[src/rtl/insight_trace_collector_pkg.sv]
`default_nettype none
// ==================================================================
// insight_trace_pkg : shared trace record type and helper functions
// Rev 1.0
// ==================================================================
package insight_trace_pkg;

    localparam int XLEN_MAX = 64;

    // Fields are sized for the widest XLEN; narrower configurations zero-extend.
    typedef struct packed {
        logic [XLEN_MAX-1:0] pc;
        logic [31:0]         insn;
        logic                rd_we;
        logic [4:0]          rd_addr;
        logic [XLEN_MAX-1:0] rd_wdata;
        logic                trap;
        logic                intr;
    } trace_rec_t;

    function automatic int hart_w(input int n);
        return (n <= 1) ? 1 : $clog2(n);
    endfunction

    function automatic logic [31:0] drop_sat_inc(input logic [31:0] v, input int w);
        logic [31:0] lim;
        lim = (w >= 32) ? 32'hFFFF_FFFF : ((32'd1 << w) - 32'd1);
        return (v == lim) ? v : v + 32'd1;
    endfunction

endpackage
`default_nettype wire

[src/rtl/insight_trace_collector_if.sv]
`default_nettype none
// ==================================================================
// insight_trace_if : retirement capture bus plus merged trace stream
// Rev 1.0
// ==================================================================
interface insight_trace_if #(
    parameter int N_HARTS = 2,
    parameter int XLEN    = 32,
    parameter int DROP_W  = 16
);
    import insight_trace_pkg::*;

    localparam int HART_W = hart_w(N_HARTS);

    logic                      enable;
    logic [N_HARTS-1:0]        ret_valid;
    logic [N_HARTS*XLEN-1:0]   ret_pc;
    logic [N_HARTS*32-1:0]     ret_insn;
    logic [N_HARTS-1:0]        ret_rd_we;
    logic [N_HARTS*5-1:0]      ret_rd_addr;
    logic [N_HARTS*XLEN-1:0]   ret_rd_wdata;
    logic [N_HARTS-1:0]        ret_trap;
    logic [N_HARTS-1:0]        ret_intr;
    logic                      out_valid;
    logic                      out_ready;
    logic [HART_W-1:0]         out_hart;
    trace_rec_t                out_rec;
    logic [31:0]               out_seq;
    logic [N_HARTS*DROP_W-1:0] drop_cnt;
    logic [N_HARTS-1:0]        ovf_sticky;
    logic                      clr_stats;

    modport master (
        output enable, ret_valid, ret_pc, ret_insn, ret_rd_we, ret_rd_addr,
               ret_rd_wdata, ret_trap, ret_intr, out_ready, clr_stats,
        input  out_valid, out_hart, out_rec, out_seq, drop_cnt, ovf_sticky
    );

    modport slave (
        input  enable, ret_valid, ret_pc, ret_insn, ret_rd_we, ret_rd_addr,
               ret_rd_wdata, ret_trap, ret_intr, out_ready, clr_stats,
        output out_valid, out_hart, out_rec, out_seq, drop_cnt, ovf_sticky
    );

endinterface
`default_nettype wire

[src/rtl/insight_trace_collector_fifo.sv]
`default_nettype none
// ==================================================================
// insight_trace_fifo : single-hart synchronous FIFO of trace records
// Rev 1.0
// ==================================================================
module insight_trace_fifo
    import insight_trace_pkg::*;
#(
    parameter int DEPTH = 4
) (
    input  logic       clock,
    input  logic       reset_n,
    input  logic       push_i,
    input  trace_rec_t din_i,
    input  logic       pop_i,
    output logic       full_o,
    output logic       empty_o,
    output trace_rec_t head_o
);
    localparam int            AW      = $clog2(DEPTH);
    localparam logic [AW:0]   PTR_ONE = {{AW{1'b0}}, 1'b1};

    trace_rec_t  mem_q [DEPTH];
    logic [AW:0] wr_q, wr_d, rd_q, rd_d;
    logic        do_pop;

    assign empty_o = (wr_q == rd_q);
    // Extra wrap bit distinguishes full from empty when the index bits match.
    assign full_o  = (wr_q[AW] != rd_q[AW]) && (wr_q[AW-1:0] == rd_q[AW-1:0]);
    assign head_o  = mem_q[rd_q[AW-1:0]];
    assign do_pop  = pop_i && !empty_o;

    always_comb begin
        wr_d = push_i ? wr_q + PTR_ONE : wr_q;
        rd_d = do_pop ? rd_q + PTR_ONE : rd_q;
    end

    always_ff @(posedge clock or negedge reset_n) begin
        if (!reset_n) begin
            wr_q <= '0;
            rd_q <= '0;
        end else begin
            wr_q <= wr_d;
            rd_q <= rd_d;
        end
    end

    always_ff @(posedge clock) begin
        if (push_i) begin
            mem_q[wr_q[AW-1:0]] <= din_i;
        end
    end

endmodule
`default_nettype wire

[src/rtl/insight_trace_collector.sv]
`default_nettype none
// ==================================================================
// insight_trace_collector : per-hart retirement FIFOs merged round-robin
// Rev 1.0
// ==================================================================
module insight_trace_collector
    import insight_trace_pkg::*;
#(
    parameter int N_HARTS = 2,
    parameter int XLEN    = 32,
    parameter int DEPTH   = 4,
    parameter int DROP_W  = 16
) (
    input  logic          clock,
    input  logic          reset_n,
    insight_trace_if.slave bus
);
    localparam int HART_W = hart_w(N_HARTS);

    logic [N_HARTS-1:0] empty, full, push, pop, drop;
    trace_rec_t         head [N_HARTS];
    logic [HART_W-1:0]  rr_q, rr_d, hold_hart_q, scan, grant;
    logic               hold_q, out_valid, handshake;
    logic [31:0]        seq_q, seq_d;
    logic [DROP_W-1:0]  drop_cnt_q [N_HARTS];
    logic [DROP_W-1:0]  drop_cnt_d [N_HARTS];
    logic [N_HARTS-1:0] ovf_q, ovf_d;

    generate
        for (genvar h = 0; h < N_HARTS; h++) begin : g_hart
            trace_rec_t rec;
            always_comb begin
                rec                    = '0;
                rec.pc[XLEN-1:0]       = bus.ret_pc[h*XLEN +: XLEN];
                rec.insn               = bus.ret_insn[h*32 +: 32];
                rec.rd_we              = bus.ret_rd_we[h];
                rec.rd_addr            = bus.ret_rd_addr[h*5 +: 5];
                rec.rd_wdata[XLEN-1:0] = bus.ret_rd_wdata[h*XLEN +: XLEN];
                rec.trap               = bus.ret_trap[h];
                rec.intr               = bus.ret_intr[h];
            end
            // A pop of the same FIFO this cycle frees the slot the push needs.
            assign push[h] = bus.enable && bus.ret_valid[h] && (!full[h] || pop[h]);
            assign drop[h] = bus.enable && bus.ret_valid[h] && full[h] && !pop[h];
            assign pop[h]  = handshake && (grant == HART_W'(h));

            insight_trace_fifo #(.DEPTH(DEPTH)) u_fifo (
                .clock   (clock),
                .reset_n (reset_n),
                .push_i  (push[h]),
                .din_i   (rec),
                .pop_i   (pop[h]),
                .full_o  (full[h]),
                .empty_o (empty[h]),
                .head_o  (head[h])
            );
        end
    endgenerate

    // Lowest non-empty hart >= rr_q wins; otherwise wrap to lowest non-empty.
    always_comb begin
        logic                found_hi;
        logic [HART_W-1:0]   hi, lo;
        found_hi = 1'b0;
        hi       = '0;
        lo       = '0;
        for (int h = N_HARTS - 1; h >= 0; h--) begin
            if (!empty[h]) begin
                lo = HART_W'(h);
                if (HART_W'(h) >= rr_q) begin
                    hi       = HART_W'(h);
                    found_hi = 1'b1;
                end
            end
        end
        scan = found_hi ? hi : lo;
    end

    assign out_valid = |(~empty);
    assign grant     = hold_q ? hold_hart_q : scan;
    assign handshake = out_valid && bus.out_ready;

    always_comb begin
        rr_d  = rr_q;
        seq_d = seq_q;
        if (handshake) begin
            rr_d  = (grant == HART_W'(N_HARTS - 1)) ? '0 : grant + HART_W'(1);
            seq_d = seq_q + 32'd1;
        end
    end

    always_comb begin
        ovf_d = ovf_q;
        for (int h = 0; h < N_HARTS; h++) begin
            drop_cnt_d[h] = drop_cnt_q[h];
            if (bus.clr_stats) begin
                drop_cnt_d[h] = '0;
                ovf_d[h]      = 1'b0;
            end else if (drop[h]) begin
                drop_cnt_d[h] = DROP_W'(drop_sat_inc(32'(drop_cnt_q[h]), DROP_W));
                ovf_d[h]      = 1'b1;
            end
        end
    end

    always_ff @(posedge clock or negedge reset_n) begin
        if (!reset_n) begin
            rr_q        <= '0;
            seq_q       <= '0;
            hold_q      <= 1'b0;
            hold_hart_q <= '0;
            ovf_q       <= '0;
            for (int h = 0; h < N_HARTS; h++) drop_cnt_q[h] <= '0;
        end else begin
            rr_q        <= rr_d;
            seq_q       <= seq_d;
            hold_q      <= out_valid && !bus.out_ready;
            hold_hart_q <= grant;
            ovf_q       <= ovf_d;
            for (int h = 0; h < N_HARTS; h++) drop_cnt_q[h] <= drop_cnt_d[h];
        end
    end

    always_comb begin
        bus.out_rec  = '0;
        bus.drop_cnt = '0;
        for (int h = 0; h < N_HARTS; h++) begin
            if (out_valid && (grant == HART_W'(h))) bus.out_rec = head[h];
            bus.drop_cnt[h*DROP_W +: DROP_W] = drop_cnt_q[h];
        end
    end

    assign bus.out_valid  = out_valid;
    assign bus.out_hart   = out_valid ? grant : '0;
    assign bus.out_seq    = seq_q;
    assign bus.ovf_sticky = ovf_q;

endmodule
`default_nettype wire

[src/flat_wrapper.sv]
// flat-port wrapper written by rule: the top's interface ports become plain ports
module insight_trace_collector_flat import insight_trace_pkg::*;
#(
    parameter int N_HARTS = 2,
    parameter int XLEN    = 32,
    parameter int DEPTH   = 4,
    parameter int DROP_W  = 16
)
  (clock, reset_n, bus_enable, bus_ret_valid, bus_ret_pc, bus_ret_insn, bus_ret_rd_we, bus_ret_rd_addr, bus_ret_rd_wdata, bus_ret_trap, bus_ret_intr, bus_out_ready, bus_clr_stats, bus_out_valid, bus_out_hart, bus_out_rec, bus_out_seq, bus_drop_cnt, bus_ovf_sticky);
  insight_trace_if #(.N_HARTS(N_HARTS), .XLEN(XLEN), .DROP_W(DROP_W)) bus_i ();
  input  logic clock;
  input  logic reset_n;
  input wire logic [$bits(bus_i.enable)-1:0] bus_enable;
  input wire logic [$bits(bus_i.ret_valid)-1:0] bus_ret_valid;
  input wire logic [$bits(bus_i.ret_pc)-1:0] bus_ret_pc;
  input wire logic [$bits(bus_i.ret_insn)-1:0] bus_ret_insn;
  input wire logic [$bits(bus_i.ret_rd_we)-1:0] bus_ret_rd_we;
  input wire logic [$bits(bus_i.ret_rd_addr)-1:0] bus_ret_rd_addr;
  input wire logic [$bits(bus_i.ret_rd_wdata)-1:0] bus_ret_rd_wdata;
  input wire logic [$bits(bus_i.ret_trap)-1:0] bus_ret_trap;
  input wire logic [$bits(bus_i.ret_intr)-1:0] bus_ret_intr;
  input wire logic [$bits(bus_i.out_ready)-1:0] bus_out_ready;
  input wire logic [$bits(bus_i.clr_stats)-1:0] bus_clr_stats;
  output wire logic [$bits(bus_i.out_valid)-1:0] bus_out_valid;
  output wire logic [$bits(bus_i.out_hart)-1:0] bus_out_hart;
  output wire logic [$bits(bus_i.out_rec)-1:0] bus_out_rec;
  output wire logic [$bits(bus_i.out_seq)-1:0] bus_out_seq;
  output wire logic [$bits(bus_i.drop_cnt)-1:0] bus_drop_cnt;
  output wire logic [$bits(bus_i.ovf_sticky)-1:0] bus_ovf_sticky;
  assign bus_i.enable = bus_enable;
  assign bus_i.ret_valid = bus_ret_valid;
  assign bus_i.ret_pc = bus_ret_pc;
  assign bus_i.ret_insn = bus_ret_insn;
  assign bus_i.ret_rd_we = bus_ret_rd_we;
  assign bus_i.ret_rd_addr = bus_ret_rd_addr;
  assign bus_i.ret_rd_wdata = bus_ret_rd_wdata;
  assign bus_i.ret_trap = bus_ret_trap;
  assign bus_i.ret_intr = bus_ret_intr;
  assign bus_i.out_ready = bus_out_ready;
  assign bus_i.clr_stats = bus_clr_stats;
  assign bus_out_valid = bus_i.out_valid;
  assign bus_out_hart = bus_i.out_hart;
  assign bus_out_rec = bus_i.out_rec;
  assign bus_out_seq = bus_i.out_seq;
  assign bus_drop_cnt = bus_i.drop_cnt;
  assign bus_ovf_sticky = bus_i.ovf_sticky;
  insight_trace_collector #(.N_HARTS(N_HARTS), .XLEN(XLEN), .DEPTH(DEPTH), .DROP_W(DROP_W)) u_core (.clock(clock), .reset_n(reset_n), .bus(bus_i));
endmodule
[config.mk]
export PLATFORM = sky130hd
export DESIGN_NAME = insight_trace_collector_flat
export DESIGN_NICKNAME = d
export VERILOG_FILES = /design/src/rtl/insight_trace_collector_pkg.sv /design/src/rtl/insight_trace_collector_if.sv /design/src/rtl/insight_trace_collector_fifo.sv /design/src/rtl/insight_trace_collector.sv /design/src/flat_wrapper.sv
export SDC_FILE = /design/constraint.sdc
export NUM_CORES = 1
export LEC_CHECK = 0
export BUFFER_PORTS_ARGS = -buffer_cell sky130_fd_sc_hd__buf_2
export CORE_MARGIN = 8
export CORE_UTILIZATION = 45
export CTS_BUF_LIST = sky130_fd_sc_hd__clkbuf_8
export DETAILED_ROUTE_END_ITERATION = 12
export PLACE_DENSITY = 0.68
export REMOVE_ABC_BUFFERS = 1
export SYNTH_ARGS = -nofsm -noshare
export SYNTH_HDL_FRONTEND = slang
export SYNTH_HIERARCHICAL = 1
export SYNTH_SLANG_ARGS = --single-unit
[constraint.sdc]
create_clock -name clock -period 7.9 [get_ports clock]
set_input_delay 1.185 -clock clock [delete_from_list [all_inputs] [get_ports clock]]
set_output_delay 1.185 -clock clock [all_outputs]
set_load 0.03 [all_outputs]
==> results.yml <==
floorplanning:
  rows: 128
  start_util: 0.4528
  ios: 451
  dieArea_um2: 133800
  die_width_um: 365.7
  fp.coreArea_um2: 121600
  die_h_um: 365.7
clock_tree:
  cts_buffers: 221
  clk_latency_ns: 0.93
  cts_tree: "yes"
  root_buffer: "clkbuf_8"
  post_cts_resized: 0
  clk_pin_slew_worst_paths_ns: 0.06
  cts_max_level: 4
  cts_sinks: 1425
  postCtsSetupBuffers: 0
  ctsHoldBuffers: 0
  clockBufferDepth: 3
sta:
  clock-skew-final_ns: 0.04422
  slew_headroom: 0.3466
  hold_viol_final: 0
  fin_crit_sh: 0.7928
  tns_ns: 0
  drv_slew: 0
  max_freq_mhz: 159.7
  fin_crit_ns: 6.263
  rsz0062_at_grt: "no"
  setup_violations: 0
  worst_slew_pin_slew_ns: 0.9801
final_layout:
  layout_commonest_cell: "edfxtp_1"
  stdcell_count: 5664
  synthToLayoutAreaGrowth_pct: 18.40
  layout-drive-gt1-share: 0.2799
  final_cell_mix: "edfxtp_1, conb_1, buf_2, nand2_1, mux4_2"
  stdcell_area_um2: 65170
  final_util: 0.5361
  fillers: 9606
  finalNetCount: 4061
place:
  place_area_um2: 60920
  dp.cells: 5235
  dp_hpwl_um: 74500
  gp_congestion: 0.7684
  io_buffers: 450
synthesis:
  synth-main-ff-cell: "edfxtp_1"
  async_flop_share: 0.05684
  yosysWarningCount: 6
  syn_avg_cell_area_um2: 20.00
  syn-instance-count: 2752
  synth-seq-cells: 1425
  synth-edff-count: 1344
  synth_top_area_frac: 0.7333
  ys_seq_area_frac: 0.7701
  yosysUniqueCellTypes: 50
  syn_area_um2: 55040
  synth_area_leaders: "edfxtp_1, mux4_2, dfrtp_1"
  yosys.area.top_type: "edfxtp_1"
global_routing:
  grt_use_total: 0.1855
  grt.overflow.total: 0
  grt_antenna_before_repair: 23
  grt_max_degree: 98
  grt_pass1_vias: 30337
  grt_pass1_wl_um: 188700
critical_path:
  required_ns: 6.71
  endpoint_kind: "output pin"
  cp-start-kind: "register"
  criticalPathCategory: "reg -> out"
  cp.arrival_ns: 5.08
  path_max_fanout: 63
detailed_routing:
  via_per_inst: 5.079
  postRouteAntennaNets: 0
  drtIter0Drc: 2311
  firstDrtPassIters: 5
  wl_um: 125200
  drc: 0
  vias: 28765
  wl_per_cell_um: 22.11
power_and_ir_drop:
  power_mw: 24.24
  powerDensity_nw_per_um2: 371.9
  p_leak_nw: 23.23
  ir_worst_vdd_v: 0.0004124
outcome:
  outcome: "finished, final reports clean"
hold_path:
  hold_class: "in -> async"
flow_run:
  drv_cap: 0
state kept, by name, summed over array words and instances (netlist names):
name                        count
u_core/hold_q                   1
u_core/hold_hart_q              1
u_core/bus.out_seq             32
u_core/bus.drop_cnt            32
u_core/bus.ovf_sticky           2
u_core/g_hart.u_fifo/mem_q   1344
u_core/g_hart.u_fifo/wr_q       6
u_core/rr_q                     1
u_core/g_hart.u_fifo/rd_q       6
cell type report:
class                   count  area [um^2]  share of cell area
well taps                1625         2033             0.03120
inverters                  21        83.83            0.001286
diodes                     13        32.53           0.0004992
multi-input cells        1674        13710              0.2104
repair buffers            490         2693             0.04132
clock inverters           189         1091             0.01674
clock buffers             227         3124             0.04794
flip-flops and latches   1425        42400              0.6507
power by group:
part | switching (mW) | leakage, nW | internal (mW)
Clock | 2.87 | 2.39 | 2.96
Combinational | 5.90 | 7.56 | 2.92
Sequential | 0.362 | 13.3 | 9.22
Total | 9.13 | 23.2 | 15.1
path summary, 6_finish.rpt:
check / startpoint / endpoint / slack (ns) / cells after the start
worst min-delay path: reset_n / u_core/bus.drop_cnt[22] / 0.18 / 1
worst max-delay path: u_core/g_hart[1].u_fifo/rd_q[1] / bus_out_rec[62] / 1.64 / 9
min in group clock: bus_ret_pc[9] / u_core/g_hart[0].u_fifo/mem_q[0][113] / 0.45 / 1
worst max register to register: u_core/g_hart[1].u_fifo/rd_q[1] / u_core/g_hart[1].u_fifo/mem_q[3][46] / 3.26 / 7
max in group asynchronous: reset_n / u_core/g_hart[1].u_fifo/rd_q[1] / 6.62 / 2
worst min register to register: u_core/bus.out_seq[31] / u_core/bus.out_seq[31] / 0.47 / 1
kinds of logic after synthesis:
group | Yosys count | share of synthesized area
xor+xnor | 48 | 0.007911
buf+inv | 164 | 0.01623
mux | 342 | 0.1387
compound gates | 244 | 0.02355
flops | 1425 | 0.7701
fa+ha+maj | 13 | 0.002955
simple gates | 515 | 0.04051
other cells | 1 | 0.00006813
synthesized netlist by cell type (2+ instances only):
master,instances
a21boi_0,2
a21o_1,2
a21oi_1,195
a31oi_1,5
and2_1,12
and3_1,13
and4_1,4
buf_1,7
buf_2,48
buf_4,14
buf_6,22
clkbuf_1,52
dfrtp_1,81
edfxtp_1,1344
ha_1,13
inv_1,20
mux2_2,4
mux2i_1,2
mux4_2,336
nand2_1,363
nand2b_1,7
nand3_1,27
nand4_1,22
nor2_1,25
nor2b_1,7
nor3_1,4
nor3b_1,3
nor4_1,4
o21ai_0,25
o2bb2ai_1,2
o31ai_1,2
or3_1,20
or4_1,3
xnor2_1,31
xnor2_2,2
xor2_1,15
metrics by stage:
| step | setup WS [ns] | hold slack, ns |
|---|---|---|
| CTS | 1.409 | 0.04781 |
| global route | 1.276 | 0.1044 |
| global placement | 2.695 | 0.4575 |
| floorplan | -6.127 | 0.4617 |
| detailed placement | 2.527 | 0.4626 |
| finish | 1.637 | 0.1798 |
metal layers:
layer  track usage  wire (um)
met5             0         83
met4       0.05972       2913
met3       0.04620       8968
met2        0.2994      60680
met1        0.2489      52580
worst max-delay path: stages, from the launching register on:
cell and delay, ns:
dfrtp_4 0.92, xnor2_1 0.30, and3_1 0.30, o21bai_1 0.20
o21a_4 0.46, inv_6 0.62, buf_4 0.70, nand2_1 0.11
a21oi_1 0.21, buf_2 0.24
No activity file was read; power rests on OpenSTA's default activity.
